--- config.mk ---
export PLATFORM = sky130hd
export DESIGN_NAME = uart_frame_parser
export DESIGN_NICKNAME = d
export VERILOG_FILES = /design/src/rtl/uart_frame_parser.sv
export SDC_FILE = /design/constraint.sdc
export NUM_CORES = 1
export LEC_CHECK = 0
export ABC_AREA = 1
export CORE_MARGIN = 10
export CORE_UTILIZATION = 25
export CTS_BUF_LIST = sky130_fd_sc_hd__clkbuf_4
export DETAILED_ROUTE_END_ITERATION = 8
export SLEW_MARGIN = 20
export SYNTH_ARGS = -nofsm -noshare
export SYNTH_HDL_FRONTEND = slang
export SYNTH_SLANG_ARGS = --single-unit
--- constraint.sdc ---
create_clock -name clk -period 3.2 [get_ports clk]
set_input_delay 0.64 -clock clk [delete_from_list [all_inputs] [get_ports clk]]
set_output_delay 0.64 -clock clk [all_outputs]
set_load 0.05 [all_outputs]
--- src/rtl/uart_frame_parser.sv ---
// uart_frame_parser: pops bytes from a UART RX FIFO, hunts for STX, streams
// the frame body (with separator flag and field index) up to ETX, optionally
// verifies a two-digit hex XOR checksum, and aborts a frame on overflow,
// idle timeout, bad checksum, bad hex digit or an unexpected STX.
//
// Handshake: the FIFO read port is a pop/response pair. UART_RD_EN is a
// one-cycle pop request, raised only when UART_Empty was low in the previous
// cycle and no pop was issued then; UART_Dout carries the popped byte in the
// following cycle (the "use" cycle), where it is consumed unconditionally.
// Every output below is a register; pulses last exactly one clock.
module uart_frame_parser #(
  parameter logic [7:0] STX         = 8'h24,
  parameter logic [7:0] ETX         = 8'h2A,
  parameter logic [7:0] SEP         = 8'h2C,
  parameter int         MAX_LEN     = 64,
  parameter bit         CHK_EN      = 1'b0,
  parameter int         TIMEOUT_CYC = 0,
  parameter int         FIELD_W     = 4
) (
  input  logic               clk,
  input  logic               rst_n,
  input  logic               UART_Empty,
  input  logic [7:0]         UART_Dout,
  output logic               UART_RD_EN,
  output logic               frame_start,
  output logic               frame_end,
  output logic               frame_err,
  output logic [2:0]         err_code,
  output logic [7:0]         frame_len,
  output logic               ch_valid,
  output logic [7:0]         ch_data,
  output logic               ch_is_sep,
  output logic [FIELD_W-1:0] field_idx
);

  typedef enum logic [1:0] {
    HUNT   = 2'd0,
    BODY   = 2'd1,
    CHK_HI = 2'd2,
    CHK_LO = 2'd3
  } state_t;

  localparam logic [2:0] E_OVERFLOW = 3'd1;
  localparam logic [2:0] E_TIMEOUT  = 3'd2;
  localparam logic [2:0] E_BAD_CHK  = 3'd3;
  localparam logic [2:0] E_BAD_HEX  = 3'd4;
  localparam logic [2:0] E_STX      = 3'd5;

  localparam logic [7:0] CR = 8'h0D;
  localparam logic [7:0] LF = 8'h0A;

  // Timer holds the number of clocks since the last use cycle (1 right after
  // it), so the error becomes visible TIMEOUT_CYC clocks after that use cycle.
  localparam int             TW      = (TIMEOUT_CYC > 1) ? $clog2(TIMEOUT_CYC + 1) : 1;
  localparam logic [TW-1:0]  TO_LAST = (TIMEOUT_CYC > 0) ? TW'(TIMEOUT_CYC - 1) : '0;
  localparam logic [7:0]     MAX_L   = 8'(MAX_LEN);
  localparam logic [FIELD_W-1:0] FLD_MAX = '1;

  state_t             state;
  logic               use_q;
  logic [7:0]         len_q;
  logic [FIELD_W-1:0] fld_q;
  logic [7:0]         acc_q;
  logic [3:0]         hi_q;
  logic [TW-1:0]      timer_q;
  logic [4:0]         hv;

  // {valid, nibble} for an uppercase hex ASCII digit.
  function automatic logic [4:0] hex_val(input logic [7:0] b);
    if (b >= 8'h30 && b <= 8'h39) return {1'b1, 4'(b - 8'h30)};
    if (b >= 8'h41 && b <= 8'h46) return {1'b1, 4'(b - 8'h37)};
    return 5'd0;
  endfunction

  assign hv = hex_val(UART_Dout);

  // Pop at most every other clock while the FIFO reports data; the byte is used one clock later.
  always_ff @(posedge clk or negedge rst_n) begin
    if (!rst_n) begin
      UART_RD_EN <= 1'b0;
      use_q      <= 1'b0;
    end else begin
      UART_RD_EN <= !UART_Empty && !UART_RD_EN;
      use_q      <= UART_RD_EN;
    end
  end

  // Frame FSM: consumes one byte per use cycle and runs the idle timer otherwise.
  always_ff @(posedge clk or negedge rst_n) begin
    if (!rst_n) begin
      state       <= HUNT;
      len_q       <= '0;
      fld_q       <= '0;
      acc_q       <= '0;
      hi_q        <= '0;
      timer_q     <= '0;
      frame_start <= 1'b0;
      frame_end   <= 1'b0;
      frame_err   <= 1'b0;
      err_code    <= '0;
      frame_len   <= '0;
      ch_valid    <= 1'b0;
      ch_data     <= '0;
      ch_is_sep   <= 1'b0;
      field_idx   <= '0;
    end else begin
      frame_start <= 1'b0;
      frame_end   <= 1'b0;
      frame_err   <= 1'b0;
      ch_valid    <= 1'b0;
      ch_is_sep   <= 1'b0;
      if (use_q) begin
        timer_q <= TW'(1);
        case (state)
          HUNT: begin
            if (UART_Dout == STX) begin
              frame_start <= 1'b1;
              err_code    <= '0;
              field_idx   <= '0;
              len_q       <= '0;
              fld_q       <= '0;
              acc_q       <= '0;
              state       <= BODY;
            end
          end
          BODY: begin
            if (UART_Dout == STX) begin
              // Abort the current frame and open a new one on the same byte.
              frame_err   <= 1'b1;
              err_code    <= E_STX;
              frame_len   <= len_q;
              frame_start <= 1'b1;
              field_idx   <= '0;
              len_q       <= '0;
              fld_q       <= '0;
              acc_q       <= '0;
            end else if (UART_Dout == ETX) begin
              if (CHK_EN) begin
                state <= CHK_HI;
              end else begin
                frame_end <= 1'b1;
                frame_len <= len_q;
                state     <= HUNT;
              end
            end else if (UART_Dout == CR || UART_Dout == LF) begin
              // Line endings inside a body are transparent.
            end else if (len_q == MAX_L) begin
              frame_err <= 1'b1;
              err_code  <= E_OVERFLOW;
              frame_len <= len_q;
              state     <= HUNT;
            end else begin
              ch_valid  <= 1'b1;
              ch_data   <= UART_Dout;
              ch_is_sep <= (UART_Dout == SEP);
              field_idx <= fld_q;
              acc_q     <= acc_q ^ UART_Dout;
              len_q     <= len_q + 8'd1;
              if (UART_Dout == SEP && fld_q != FLD_MAX) fld_q <= fld_q + FIELD_W'(1);
            end
          end
          CHK_HI: begin
            if (hv[4]) begin
              hi_q  <= hv[3:0];
              state <= CHK_LO;
            end else begin
              frame_err <= 1'b1;
              err_code  <= E_BAD_HEX;
              frame_len <= len_q;
              state     <= HUNT;
            end
          end
          default: begin
            // CHK_LO: second digit decides the frame outcome.
            frame_len <= len_q;
            state     <= HUNT;
            if (!hv[4]) begin
              frame_err <= 1'b1;
              err_code  <= E_BAD_HEX;
            end else if ({hi_q, hv[3:0]} == acc_q) begin
              frame_end <= 1'b1;
            end else begin
              frame_err <= 1'b1;
              err_code  <= E_BAD_CHK;
            end
          end
        endcase
      end else if (state != HUNT && TIMEOUT_CYC != 0) begin
        if (timer_q >= TO_LAST) begin
          frame_err <= 1'b1;
          err_code  <= E_TIMEOUT;
          frame_len <= len_q;
          state     <= HUNT;
        end else begin
          timer_q <= timer_q + TW'(1);
        end
      end
    end
  end

endmodule

After elaboration in Yosys (flattened, before gate mapping)
Cells that the tools add are included.

$add $sub $neg: 4. Eq/ne operators: 23. Reductions and logical operators: 18. $lt $le $gt $ge: 4. Muxes and demuxes: 82. Bitwise operators: 6.

Operators by type and width (count): two-way mux 8 bit (14); two-way mux 4 bit (10); one-hot mux 8 bit (2 select lines) (2); two-way mux 1 bit (31); equality test 8 x 6 -> 1 bit (second input constant) (3); two-way mux 3 bit (8); one-hot mux 8 bit (3 select lines) (1); != test 3 bit (second input constant) (7); two-way mux 5 bit (4); equality test 8 x 4 -> 1 bit (second input constant) (2); one-hot mux 4 bit (2 select lines) (2); AND reduction 7 bit (2); two-way mux 2 bit (6); != test 4 bit (second input constant) (3); AND reduction 6 bit (2); AND reduction 5 bit (2); one-hot mux 3 bit (3 select lines) (1); adder 8 x 1 -> 8 bit (second input constant) (1); equality test 8 x 7 -> 1 bit (second input constant) (1); equality test 8 bit (1); greater-or-equal comparator 8 x 6 -> 1 bit (second input constant) (1); greater-or-equal comparator 8 x 7 -> 1 bit (second input constant) (1); <= comparator 8 x 6 -> 1 bit (second input constant) (1); <= comparator 8 x 7 -> 1 bit (second input constant) (1); 19 further kinds (30).

Register bits after elaboration: 56. Input port bits: 11. Word-level logic and storage cells: 153.

Depth between registers and ports, before layout
Gate-level depths: netlist of run 1.

Depth in word-level cells: 11. Gate-level depth with buffers: 16. Gate-level depth less buffers: 16.

Worst setup path before layout of run 1
No wires, ideal clock.

Kind: input port to flip-flop. From: in UART_Dout[0]. To: reg frame_len[4]. Stages on the path: 11. Data required time: 3.080 ns. Library setup time: 0.120 ns. Arrival: 2.148 ns. Slack: 0.932 ns. Cells stage by stage: inv_1 > ha_1 > inv_1 > nand3_1 > nand3_1 > o21ai_4 > o21ai_2 > o2111ai_4 > buf_6 > nand2_1 > o21ai_2.

Longest elaborated chain between the ends: 8. Elaborated cells on any way between the ends: 24. Classes of those cells: 4 x order compare; 7 x eq/ne; 9 x mux; 4 x reduce/logical.

RTL lines: start: declaration (line 23) `input logic [7:0] UART_Dout,`; greater-or-equal comparator 8 x 7 -> 1 bit / <= comparator 8 x 7 -> 1 bit (equally long branches) (line 71) `if (b >= 8'h41 && b <= 8'h46) return {1'b1, 4'(b - 8'h37)};`; logical AND 1 bit (line 71); two-way mux 1 bit (2 in series) (line 71); two-way mux 5 bit (line 72) `return 5'd0;`; two-way mux 5 bit (line 71); != test 2 bit (no line); AND reduction 5 bit (no line); end signal: assignment (line 131) `frame_len <= len_q;`; end signal: assignment (line 142) `frame_len <= len_q;`; end signal: assignment (line 150) `frame_len <= len_q;`; end: declaration (line 29) `output logic [7:0] frame_len,`.

Parallel ways exist; a longest one is shown, timed or not. The select of a mux whose other input is x is not followed. A chain may end at the register's enable or synchronous reset.

Worst setup path in the final report of run 1
From: in UART_Dout[1]. To: reg frame_len[2].

Same word-level chain as after synthesis.

==> out/results.tsv, run 1 <==
stage	metric	value	unit
pwr	clkPwrFrac	11.1	%
worst_setup_path	cp_max_fo	16	
min_path	hold_class	primary input to async pin	
clocking	root_buffer	clkbuf_4	
floorplan	die_w	129	microns
global_route	grt_remaining_overflow	0	
run_status	outcome	completed	
synthesis	async_flop_share	100	%
worst_setup_path	r2r_slack	1.09	ns
routing	drc	0	
clocking	cts_resized	0	
timing	hold_viol	0	
timing	slew_violations	0	
global_route	grt_usage	9.28	%
timing	skew	0.0128	ns
synthesis	yosysTopAreaCellShare	47.1	%
synthesis	ys_seq_elements	56	
clocking	cts.sinks	56	
timing	post-route-min-period	2.65	ns
timing	rsz0062_at_grt	false	
run	max-cap-violations	0	
timing	max_slew_margin	62.5	%
synthesis	synth_top_area_cell	dfrtp_1	
clocking	insertion_delay	0.39	ns
place	dp_hpwl	5750	microns
synthesis	synth_compound_area_share	14.3	%
synthesis	synth_top_family_by_area	simple AND/OR/NAND/NOR gates	
pwr	p_sw	1300	uW
pwr	power_leakage	0.00172	uW
synthesis	synthMuxAreaShare	0	%
synthesis	syn-num-nets	377	
timing	tns	0	ns
timing	worst_pin_slew	0.562	ns
place	io_buffers	39	
place	routabilityCongestion	0.854	
final_layout	post-route-util	31.2	%
pwr	vdd_drop_max	0.494	mV
synthesis	ys.flop_type	dfrtp_1	
pwr	p_int	1480	uW
clocking	cts_tree	yes	
global_route	grt_pass1_vias	2567	
pwr	comb_power_share	50.0	%
clocking	cts_max_level	2	
synthesis	yosysWarnings	0	
clocking	post_cts.repair.setup_buffers	0	
clocking	clock_path_buffers	2	
global_route	grt_max_degree	44	
synthesis	synth-xor-area-share	2.06	%
synthesis	synthAdderAreaFrac	2.94	%
pwr	swShare	46.8	%
floorplan	coreArea	0.0116	sq mm
worst_setup_path	worstPathArrival	2.93	ns
synthesis	synth_edf_count	0	
timing	fmax	0.377	GHz
final_layout	antennaDiodeCount	0	
clocking	numCtsBuffers	5	
routing	postRouteAntennaNets	0	
synthesis	synth_area	0.00298	sq mm
final_layout	drive_gt1_share	11.5	%
floorplan	io_pins	40	
pwr	powerDensity	769	mW/mm^2
synthesis	syn_avg_cell_area	8.29	sq um
timing	setup_viol	0	
routing	routed_wl	7350	microns
pwr	seq_power_share	38.8	%
place	dpl_cell_area	0.00356	sq mm
floorplan	row_count	39	
worst_setup_path	cp-end-kind	flip-flop	
clocking	clk_pin_slew	0.16	ns
final_layout	syn2layout_area_growth	21.1	%
routing	drt-wirelength-per-cell	13.3	microns
final_layout	final_area	0.00361	sq mm
clocking	cts_hold_buf	0	
worst_setup_path	setup.worst_path.start_class	primary input	
global_route	grt_pass1_wl	12600	microns
routing	vias_per_cell	4.56	
routing	firstDrtPassIters	4	
global_route	antenna_found_initial	0	
worst_setup_path	path_class	primary input to flip-flop	
floorplan	start_util	25.7	%
synthesis	synth_cell_types	37	
floorplan	die_h	129	microns
routing	drtIter0Drc	140	
timing	fin_crit_sh	82.8	%
floorplan	dieArea	0.0167	sq mm
worst_setup_path	required	3.48	ns
routing	vias	2518	
synthesis	synthCells	359	
synthesis	synth_simple_gate_area_share	25.9	%
synthesis	yosysSeqAreaShare	47.1	%
final_layout	final_nets	427	
synthesis	synth_area_leaders	dfrtp_1 47%, nand2_1 11%, inv_1 5.0%	
==> synthesized netlist by cell type, types with 3 or more instances <==
library cell and instances:
o21ai_2 9, nor2_1 28, inv_2 7, dfrtp_1 56
buf_6 3, a31oi_1 4, a21oi_1 13, nor2_2 3
ha_1 7, nand2_1 91, nand3_1 29, o21ai_1 11
nand4_1 6, inv_1 40, nor3_1 3, xor2_1 5
o21ai_0 21
==> flip-flops by register name, indices dropped and copies added (netlist names) <==
signal / flops
ch_data: 8
frame_err: 1
use_q: 1
ch_valid: 1
frame_end: 1
err_code: 3
ch_is_sep: 1
hi_q: 4
frame_start: 1
fld_q: 4
acc_q: 8
frame_len: 8
UART_RD_EN: 1
field_idx: 4
state: 2
len_q: 8
==> per-stage QoR <==
step / instances / power [uW] / setup WS [ns] / hold WS, ns
detailed placement: 545 / 2500 / 0.128 / 0.394
CTS: 552 / 2820 / 0.557 / 0.0920
global route: 552 / 2980 / 0.282 / 0.0965
global placement: 545 / 2480 / 0.221 / 0.393
floorplan: 359 / 2050 / 0.932 / 0.344
finish: 552 / 2770 / 0.550 / 0.101
==> cell usage in the layout, fill, tap and decap left out, types with 9 or more instances in the layout <==
| cell | n |
|---|---|
| buf_4 | 9 |
| nor2_1 | 28 |
| o21ai_1 | 11 |
| o21ai_0 | 21 |
| clkdlybuf4s50_1 | 38 |
| inv_1 | 40 |
| nand2_1 | 91 |
| nand3_1 | 29 |
| o21ai_2 | 9 |
| a21oi_1 | 13 |
| dfrtp_1 | 56 |
==> final timing paths <==
path | start | to | cells past startpoint
max | UART_Dout[1] | frame_len[2] | 11
min | rst_n | frame_len[4] | 1
max reg2reg | len_q[0] | ch_data[1] | 12
min reg2reg | UART_RD_EN | use_q | 0
max in group asynchronous | rst_n | field_idx[2] | 2
min in group clk | UART_RD_EN | use_q | 0
==> area by class of cell <==
cell class	instances	area (sq um)
sequential	56	1400
timing repair buffer	48	453
clock buffer	6	45.0
tap	143	179
inverter	47	176
fill	1225	7960
multi-input combinational	251	1350
clock inverter	1	5.00
==> critical path, stage by stage <==
cell             delay, ns
clkdlybuf4s50_1       0.51
inv_1                 0.11
ha_1                  0.21
inv_1                 0.16
nand3_1               0.12
nand3_1               0.26
o21ai_4               0.17
o21ai_2               0.20
o2111ai_4             0.31
nand2_1               0.17
o21ai_2               0.06
==> power groups by stage <==
stage	Clock (uW)	Sequential [uW]	Combinational, uW
finish	309	1080	1390
detailed placement	0	1090	1410
global route	351	1110	1520
global placement	0	1090	1390
CTS	325	1080	1410
floorplan	0	1500	551
==> kinds of logic (layout without fill, tap and decap cells) <==
| logic type | after synthesis | after routing |
|---|---|---|
| flip-flops | 56 | 56 |
| AO/OA/AOI/OAI | 67 | 67 |
| AND/OR/NAND/NOR | 170 | 170 |
| adder cells (fa/ha/maj) | 7 | 7 |
| buffers and inverters | 52 | 102 |
| XOR/XNOR | 7 | 7 |
==> metal layers <==
metal / GRT usage, % / vias up / share of wire [%]
met5: 0 / - / 0
met2: 14.9 / 48 / 47
met3: 2.77 / 7 / 5.2
met4: 3.14 / 0 / 1.2
met1: 11.6 / 1185 / 47
li1: - / 1278 / -
No activity file was read; power rests on OpenSTA's default activity.
==> run 2, diff against run 1 <==
- clock period: 3.2 -> 2.45 ns (I/O delays scaled with it)
==> run 2 against run 1 <==
Via count rose by 5.8%. Clock skew shrank 0.0075 ns. Non-clock buffer count rose by 40. Register-to-register slack lost 0.69 ns. Sequential power increased by 31%. Final cell count increased by 7.4%. Clock-buffer cell count unchanged.
==> out/results.tsv, run 2 (synthesis results as in run 1) <==
stage	metric	value	unit
final_layout	syn2layout_area_growth	32.8	%
worst_setup_path	path_buf_inv	5	
min_path	hold_class	primary input to async pin	
worst_setup_path	worstPathArrival	2.65	ns
routing	drc	0	
final_layout	final_area	0.00396	sq mm
global_route	antenna_found_initial	0	
timing	fin_crit_sh	94.7	%
worst_setup_path	setup.worst_path.start_class	primary input	
floorplan	die_w	129	microns
place	dp_hpwl	6280	microns
clocking	numCtsBuffers	5	
worst_setup_path	cp_slowest_cell	clkdlybuf4s50_1	
final_layout	final_nets	467	
floorplan	dieArea	0.0167	sq mm
place	dpl_cell_area	0.00387	sq mm
routing	postRouteAntennaNets	0	
pwr	powerDensity	953	mW/mm^2
routing	vias_per_cell	4.49	
floorplan	coreArea	0.0116	sq mm
timing	fmax	0.431	GHz
pwr	power_leakage	0.00192	uW
pwr	p_int	2010	uW
floorplan	io_pins	40	
worst_setup_path	slowest_delay	0.41	ns
clocking	cts_hold_buf	0	
final_layout	mostFrequentLayoutCells	90 x nand2_1, 56 x dfrtp_1, 48 x buf_4	
pwr	vdd_drop_max	0.804	mV
final_layout	drive_gt1_share	20.4	%
clocking	root_buffer	clkbuf_4	
place	pre_cts_slack	-0.348	ns
timing	hold_viol	0	
worst_setup_path	path_class	primary input to flip-flop	
clocking	cts_tree	yes	
final_layout	finalNonFillerCells	593	
routing	drtIter0Drc	123	
pwr	p_sw	1750	uW
routing	routed_wl	7840	microns
worst_setup_path	crit_chain	clkdlybuf4s50_1 > inv_1 > ha_1 > inv_1 > nand3_1 > nand3_2 > buf_4 > nand2_1 > nand2_1 > inv_1 > nand2_1 > nand2_1 > nand2_1 > nor2_4 > nand3_1 > nand2_1 > nand2_1 > nor2_1	
clocking	insertion_delay	0.39	ns
global_route	grt_pass1_vias	2717	
floorplan	die_h	129	microns
floorplan	row_count	39	
final_layout	final_common_cell	nand2_1	
worst_setup_path	cp_max_fo	5	
timing	slew_violations	0	
clocking	clock_path_buffers	2	
clocking	cts.sinks	56	
place	routabilityCongestion	0.896	
place	io_buffers	39	
global_route	grt_max_degree	22	
timing	setup_viol	0	
timing	max_slew_margin	64.4	%
timing	fin_hold_ws	0.0354	ns
run_status	outcome	completed	
timing	post-route-min-period	2.32	ns
final_layout	post-route-util	34.2	%
timing	skew	0.00534	ns
pwr	clkPwrFrac	10.9	%
global_route	grt_usage	9.77	%
global_route	grt_remaining_overflow	0	
worst_setup_path	cp-end-kind	flip-flop	
timing	setup_ws	0.130	ns
final_layout	nFillCells	1189	
worst_setup_path	required	2.78	ns
timing	worst_pin_slew	0.532	ns
clocking	cts_max_level	2	
routing	vias	2664	
final_layout	antennaDiodeCount	0	
worst_setup_path	cp_common_cell	nand2_1	
pwr	swShare	46.6	%
worst_setup_path	cpLargestDelayFamily	simple AND/OR/NAND/NOR gates	
clocking	clk_pin_slew	0.15	ns
place	dp_cells	585	
global_route	grt_pass1_wl	13300	microns
pwr	seq_power_share	37.7	%
pwr	comb_power_share	51.4	%
run	max-cap-violations	0	
routing	drt-wirelength-per-cell	13.2	microns
routing	firstDrtPassIters	4	
floorplan	start_util	25.7	%
run 2: final timing paths:
path	startpoint	endpoint	slack, ns	cells after the start
worst max-delay path	UART_Dout[1]	frame_end	0.13	18
worst min-delay path	rst_n	len_q[4]	0.04	1
worst max register to register	len_q[0]	frame_len[0]	0.40	9
worst min register to register	UART_RD_EN	use_q	0.43	0
max in group asynchronous	rst_n	ch_is_sep	1.77	2
min in group clk	UART_RD_EN	use_q	0.43	0
run 2: area by class of cell:
| type | instances | area [sq um] | share of cell area, % |
|---|---|---|---|
| Timing Repair Buffer | 88 | 768 | 19.4 |
| Multi-Input combinational cell | 251 | 1370 | 34.7 |
| Tap cell | 143 | 179 | 4.52 |
| Inverter | 47 | 179 | 4.52 |
| Sequential cell | 56 | 1400 | 35.4 |
| Clock inverter | 2 | 11.3 | 0.285 |
| Clock buffer | 6 | 45.0 | 1.14 |
run 2: per-stage QoR:
step	setup TNS (ns)	total power [uW]
floorplan	0	2680
global placement	-8.23	3340
detailed placement	-10.62	3380
CTS	0	3800
global route	-0.0547	4070
finish	0	3770
run 2: layer usage:
metal / wire length [microns] / GRT usage (%)
met1: 3690 / 12.2
met2: 3690 / 16.6
met3: 352 / 2.16
met4: 102 / 2.74
met5: 0 / 0
run 2: power by group through the flow:
| stage | Combinational (uW) | Sequential, uW | Clock (uW) |
|---|---|---|---|
| 2_1_floorplan | 720 | 1960 | 0 |
| 3_3_place_gp | 1910 | 1430 | 0 |
| 3_5_place_dp | 1940 | 1440 | 0 |
| 4_1_cts | 1940 | 1420 | 438 |
| 5_1_grt | 2130 | 1460 | 476 |
| 6_report | 1940 | 1420 | 412 |
run 2: what timing repair did:
action,4_1_cts,5_1_grt
setup buffers,0,0
gates resized for setup,0,9
endpoints found under the setup margin,0,21
endpoints found under the hold margin,0,0
==> run 3, diff against run 2 <==
- CORE_UTILIZATION: 25 -> 30
==> run 3 against run 2 <==
Routed wire length is 5.7% lower. Flip-flop and latch count stayed put. Die area fell by 14%. Worst setup slack better by 0.067 ns. Register-to-register slack got worse by 0.08 ns. Global-route usage increased by 0.78 points. Utilization grew 6.3 points. Largest power group unchanged.
==> out/results.tsv, run 3 (synthesis results as in run 1) <==
stage	metric	value	unit
run_status	outcome	completed	
worst_setup_path	setup.worst_path.start_class	primary input	
global_route	grt_max_degree	32	
pwr	seq_power_share	36.6	%
timing	setup_viol	0	
clocking	cts_hold_buf	0	
clocking	numCtsBuffers	5	
pwr	comb_power_share	50.0	%
routing	drt-wirelength-per-cell	12.7	microns
place	pre_cts_slack	-0.306	ns
clocking	cts.sinks	56	
timing	skew	0.0300	ns
final_layout	antennaDiodeCount	0	
floorplan	coreArea	0.00973	sq mm
routing	postRouteAntennaNets	0	
pwr	power_leakage	0.00193	uW
timing	rsz0062_at_grt	false	
pwr	clkPwrFrac	13.4	%
final_layout	post-route-util	40.5	%
global_route	grt_usage	10.5	%
final_layout	finalNonFillerCells	581	
worst_setup_path	worstPathArrival	2.52	ns
worst_setup_path	required	2.72	ns
place	routabilityCongestion	0.854	
place	dpl_cell_area	0.00385	sq mm
final_layout	mostFrequentLayoutCells	91 x nand2_1, 56 x dfrtp_1, 45 x buf_4	
floorplan	die_w	120	microns
clocking	cts_tree	yes	
place	dp_cells	573	
worst_setup_path	crit_chain	clkdlybuf4s50_1 > buf_4 > ha_1 > nand3_1 > or2_2 > nand2_1 > nand2_1 > nand2_2 > inv_2 > nand2_4 > buf_4 > nor2_1 > o21ai_0 > a21oi_1	
routing	drc	0	
routing	routed_wl	7390	microns
worst_setup_path	cp-end-kind	flip-flop	
pwr	swShare	44.7	%
floorplan	dieArea	0.0143	sq mm
clocking	clock_path_buffers	2	
run	max-cap-violations	0	
final_layout	drive_gt1_share	19.4	%
timing	post-route-min-period	2.25	ns
timing	fin_hold_ws	0.0975	ns
timing	slew_violations	0	
worst_setup_path	path_class	primary input to flip-flop	
final_layout	final_common_cell	nand2_1	
floorplan	start_util	30.6	%
place	io_buffers	39	
pwr	vdd_drop_max	0.567	mV
final_layout	final_area	0.00394	sq mm
final_layout	syn2layout_area_growth	32.3	%
global_route	antenna_found_initial	0	
routing	vias_per_cell	4.60	
place	dp_hpwl	5940	microns
pwr	p_int	2110	uW
timing	max_slew_margin	60.3	%
routing	vias	2675	
timing	fmax	0.444	GHz
clocking	cts_max_level	2	
final_layout	final_nets	465	
routing	firstDrtPassIters	4	
clocking	root_buffer	clkbuf_4	
floorplan	die_h	120	microns
timing	hold_viol	0	
timing	fin_crit_sh	92.0	%
global_route	grt_remaining_overflow	0	
clocking	clk_pin_slew	0.17	ns
worst_setup_path	cp_slowest_cell	clkdlybuf4s50_1	
global_route	grt_pass1_wl	12700	microns
floorplan	row_count	36	
global_route	grt_pass1_vias	2664	
routing	drtIter0Drc	125	
clocking	insertion_delay	0.37	ns
min_path	hold_class	primary input to async pin	
timing	worst_pin_slew	0.596	ns
pwr	powerDensity	970	mW/mm^2
floorplan	io_pins	40	
worst_setup_path	slowest_delay	0.47	ns
timing	setup_ws	0.197	ns
worst_setup_path	cp_max_fo	11	
pwr	p_sw	1710	uW
run 3: stage by stage:
stage               setup TNS (ns)  total power [uW]
finish                           0              3820
global route                     0              4110
CTS                              0              3880
detailed placement           -7.96              3350
global placement             -4.89              3320
floorplan                        0              2680
run 3: what timing repair did:
action,in CTS,in global routing
resized for setup,0,1
buffers inserted,0,0
endpoints found under the setup margin,0,11
run 3: final cells by class:
class | count | area, sq um
clock buffers | 6 | 45.0
clock inverters | 2 | 35.0
fillers | 1032 | 5790
inverters | 47 | 176
multi-input cells | 251 | 1350
flip-flops and latches | 56 | 1400
well taps | 133 | 166
repair buffers | 86 | 763
run 3: worst paths after layout:
check / start / end / slack (ns) / cells after the start
worst max-delay path: UART_Dout[1] / acc_q[6] / 0.20 / 14
worst min register to register: UART_RD_EN / use_q / 0.43 / 0
worst min-delay path: rst_n / UART_RD_EN / 0.1 / 1
worst max register to register: len_q[0] / acc_q[6] / 0.32 / 12
max in group asynchronous: rst_n / field_idx[0] / 1.78 / 2
min in group clk: UART_RD_EN / use_q / 0.43 / 0
run 3: per-layer routing:
metal | GRT usage, % | routed length [microns] | vias up | share of wire [%]
li1 | - | - | 1347 | -
met1 | 12.9 | 3300 | 1275 | 45
met2 | 18.5 | 3670 | 51 | 50
met3 | 2.67 | 390 | 2 | 5.3
met4 | 1.89 | 29 | 0 | 0.39
met5 | 0 | 0 | - | 0
run 3: power groups by stage:
| stage | clock network [uW] | logic, uW | registers [uW] |
|---|---|---|---|
| final | 512 | 1910 | 1400 |
| after floorplan | 0 | 720 | 1960 |
| after global routing | 571 | 2090 | 1450 |
| after detailed placement | 0 | 1930 | 1420 |
| after global placement | 0 | 1910 | 1420 |
| after CTS | 538 | 1940 | 1400 |
run 3: critical path: cells and delay by family:
family          cells  cell delay, ns
buf+inv             4            0.84
simple gates        7            0.82
compound gates      2            0.23
fa+ha+maj           1            0.14
